**src/rtl/ones_expander.sv**
```systemverilog
// Sequential count-to-pattern decoder: turns a count into a word holding that many contiguous ones, one bit per clock.
// Optional build macro ONES_EXPANDER_MSB_FIRST_EN fills from bit 7 downward instead of from bit 0 upward.
module ones_expander #(
  parameter int WIDTH = 8,
  parameter int CNT_W = 4
) (
  input  logic             clk,
  input  logic             rst_n,
  input  logic             load,
  input  logic [CNT_W-1:0] n,
  output logic [WIDTH-1:0] q,
  output logic             busy,
  output logic             done,
  output logic             ovf
);

  typedef enum logic [1:0] {
    IDLE = 2'd0,
    FILL = 2'd1,
    DONE = 2'd2
  } state_t;

  localparam logic [CNT_W-1:0] WIDTH_CNT = CNT_W'(WIDTH);

  state_t           state_reg, state_next;
  logic [CNT_W-1:0] rem_reg, rem_next;
  logic [WIDTH-1:0] q_reg, q_next;
  logic             ovf_reg, ovf_next;
  logic [CNT_W-1:0] n_eff;
  logic             n_over;
  logic [WIDTH-1:0] fill_word;

  // Saturating clamp: anything above WIDTH still builds a full word, never wraps.
  assign n_over = (n > WIDTH_CNT);
  assign n_eff  = n_over ? WIDTH_CNT : n;

`ifdef ONES_EXPANDER_MSB_FIRST_EN
  assign fill_word = {1'b1, q_reg[WIDTH-1:1]};
`else
  assign fill_word = {q_reg[WIDTH-2:0], 1'b1};
`endif

  always_ff @(posedge clk) begin
    if (!rst_n) begin
      state_reg <= IDLE;
      rem_reg   <= '0;
      q_reg     <= '0;
      ovf_reg   <= 1'b0;
    end else begin
      state_reg <= state_next;
      rem_reg   <= rem_next;
      q_reg     <= q_next;
      ovf_reg   <= ovf_next;
    end
  end

  always_comb begin
    state_next = state_reg;
    rem_next   = rem_reg;
    q_next     = q_reg;
    ovf_next   = ovf_reg;
    case (state_reg)
      IDLE, DONE: begin
        if (load) begin
          q_next   = '0;
          ovf_next = n_over;
          if (n_eff == '0) begin
            state_next = DONE;
          end else begin
            rem_next   = n_eff;
            state_next = FILL;
          end
        end else begin
          state_next = IDLE;
        end
      end
      FILL: begin
        // load is deliberately ignored here; there is no request queue.
        q_next   = fill_word;
        rem_next = rem_reg - 1'b1;
        if (rem_reg == CNT_W'(1)) begin
          state_next = DONE;
        end
      end
      default: begin
        state_next = IDLE;
      end
    endcase
  end

  always_comb begin
    busy = (state_reg == FILL);
    done = (state_reg == DONE);
    q    = q_reg;
    ovf  = ovf_reg;
  end

endmodule

```
**config.mk**
```make
export PLATFORM = sky130hd
export DESIGN_NAME = ones_expander
export DESIGN_NICKNAME = d
export VERILOG_FILES = /design/src/rtl/ones_expander.sv
export SDC_FILE = /design/constraint.sdc
export NUM_CORES = 1
export LEC_CHECK = 0
export ABC_AREA = 1
export CAP_MARGIN = 10
export CORE_AREA = 2 2 44 46
export DETAILED_ROUTE_END_ITERATION = 7
export DIE_AREA = 0 0 46 48
export PLACE_DENSITY_LB_ADDON = 0.08
export SYNTH_ARGS = -nofsm -noshare
export SYNTH_HDL_FRONTEND = slang
export SYNTH_SLANG_ARGS = --single-unit
```
**constraint.sdc**
```tcl
create_clock -name clk -period 1.3 [get_ports clk]
set_input_delay 0.13 -clock clk [delete_from_list [all_inputs] [get_ports clk]]
set_output_delay 0.13 -clock clk [all_outputs]
set_load 0.005 [all_outputs]
```
==> flow_metrics.tcl <==
set metrics [dict create \
    setup.worst_path.start "q[2]" \
    num_rows 15 \
    path_buf_inv 1 \
    drt_pass1_iterations 4 \
    post-route-period-util_pct 96.6 \
    critPathMaxStageDelay_ps 490 \
    syn_area_um2 737 \
    cts_root_buf "clkbuf_4" \
    crit_path_top_delay_cell "clkdlybuf4s50_1" \
    setup_violations 0 \
    drv_slew 0 \
    fp.dieH_um 48 \
    synthAdderAreaFrac_pct 3.40 \
    cts_tree "done" \
    use_met2_pct 23.9 \
    grt_pass1_wl_um 2580 \
    synth_cells 95 \
    cts_max_path_buffers 2 \
    worst-path-max-fanout 2 \
    mappedNetlistNets 104 \
    cp_top_family "buffers and inverters" \
    hold_ws_ps 465 \
    drv_cap 0 \
    vias 674 \
    drc_errors 0 \
    gr-max-usage-layer "met2" \
    period_needed_ps 1260 \
    finalInstanceArea_um2 1050 \
    numCtsBuffers 3 \
    tightestPinTransition_ps 218 \
    die-area_um2 2210 \
    io_buffers 17 \
    r2r-start "state_reg[0]" \
    cts.reportedPaths.clkPinSlew_ps 100 \
    htreeDepth 1 \
    synth.area.mux_share_pct 0 \
    timing.slew.headroom_pct 85.5 \
    status "completed" \
    gp_congestion 0.786 \
    fmax_mhz 796 \
    hold_path_class "in2reg" \
    dpl_cell_area_um2 983 \
    drive_gt1_share_pct 36.2 \
    rsz0062_at_grt "no" \
    synth_compound_area_share_pct 17.5 \
    layout_common_cells "22 x nand2_1, 13 x nor2_1, 12 x buf_4" \
    avgSynthCellArea_um2 7.76 \
    yosysSeqAreaShare_pct 40.7 \
    required_ps 1170 \
    grt_antenna_before_repair 0 \
    p_leak_nw 0.505 \
    fin_nets 137 \
    use_met3_pct 4.53 \
    ant_nets 0 \
    antenna_cells 0 \
    path_class "reg2out" \
    mostFrequentLayoutCell "nand2_1" \
    area_growth_pct 42.4 \
    path_cells "clkdlybuf4s50_1" \
    synth-simple-area-share_pct 29.0 \
    globalRouteOverflowTotal 0 \
    p_per_area_nw_per_um2 1010 \
    hold_viol_final 0 \
    drtIter0Drc 13 \
    clock_skew_ps 13.1 \
    grt_pass1_vias 598 \
    cts_hold_buf 0 \
    largest_reg_flops 8 \
    synth_top_family_by_area "simple AND/OR/NAND/NOR gates" \
    track_usage_pct 16.8 \
    initial_core_util_pct 43.6 \
    wl_um 1540 \
    place_hpwl_um 1130 \
    grt_start_max_net_pins 12 \
    ir_drop_mv 0.760 \
    ys_types 19 \
    crit_path_end_kind "output pin" \
    clock-sinks 15 \
    wire_per_inst_um 10.7 \
    ys_ff_latch 15 \
    core_area_um2 1690 \
    via_per_inst 4.68 \
    io_pins 18 \
    die_w_um 46 \
    arrival_ps 1130 \
    yosys.area_share.xor_xnor_pct 1.19 \
    min_from "rst_n" \
    startpoint_type "register" \
    grtUsageMet1_pct 23.9 \
    yosys_warnings 0 \
    clk-insertion-delay-late_ps 290 \
]
-- layer usage --
metal	wire (um)	part of all wire [%]
met1	837	54
met2	636	41
met3	57	3.7
met4	13	0.84
met5	0	0
-- final timing paths --
path | end | slack, ps | cells after the start
setup reg to reg | rem_reg[1] | 150 | 7
setup / recovery | q[2] | 40 | 1
hold reg to reg | q[5] | 470 | 2
hold / removal | rem_reg[3] | 470 | 3
-- Yosys cell counts, drive strengths merged --
library cell	instances	area [um^2]
a21oi	10	80.1
buf	1	20.0
dfxtp	15	300
ha	2	25.0
inv	10	40.1
nand2	25	106
nand3	6	30.0
nor2	16	77.6
o21ai	9	48.8
xnor2	1	8.76
-- cell type report --
| type | count | area, um^2 |
|---|---|---|
| Sequential cell | 15 | 317 |
| Fill cell | 156 | 639 |
| Inverter | 10 | 40.0 |
| Clock buffer | 3 | 22.5 |
| Multi-Input combinational cell | 69 | 377 |
| Tap cell | 17 | 21.3 |
| Timing Repair Buffer | 29 | 268 |
| Clock inverter | 1 | 5.00 |
-- power by group --
part	internal (mW)	total [mW]	switching [mW]
sequential	0.490	0.513	0.0231
clock	0.114	0.272	0.158
combinational	0.127	0.272	0.146
total	0.731	1.06	0.327
-- metrics by stage --
| step | setup slack, ps | power, mW | std cells | TNS [ps] | util (%) |
|---|---|---|---|---|---|
| after global routing | 3.68 | 1.13 | 144 | 0 | 62.1 |
| after floorplan | 253 | 0.694 | 95 | 0 | - |
| after global placement | 25.6 | 0.788 | 138 | 0 | 58.2 |
| after CTS | 0.866 | 1.07 | 143 | 0 | 60.6 |
| after detailed placement | -11.4 | 0.790 | 138 | -11.4 | 58.2 |
| final | 44.2 | 1.06 | 144 | 0 | 62.1 |
-- kinds of logic after synthesis --
family / count (synthesis)
simple gates: 47
fa+ha+maj: 2
flops: 15
xor+xnor: 1
buf+inv: 11
compound gates: 19
-- what timing repair did --
action                                  CTS  global route
gates cloned                              0             0
resized for setup                         8            11
buffers inserted                          1             1
endpoints found under the setup margin    4            10
Note: power is estimated with default switching activity, not from simulation.
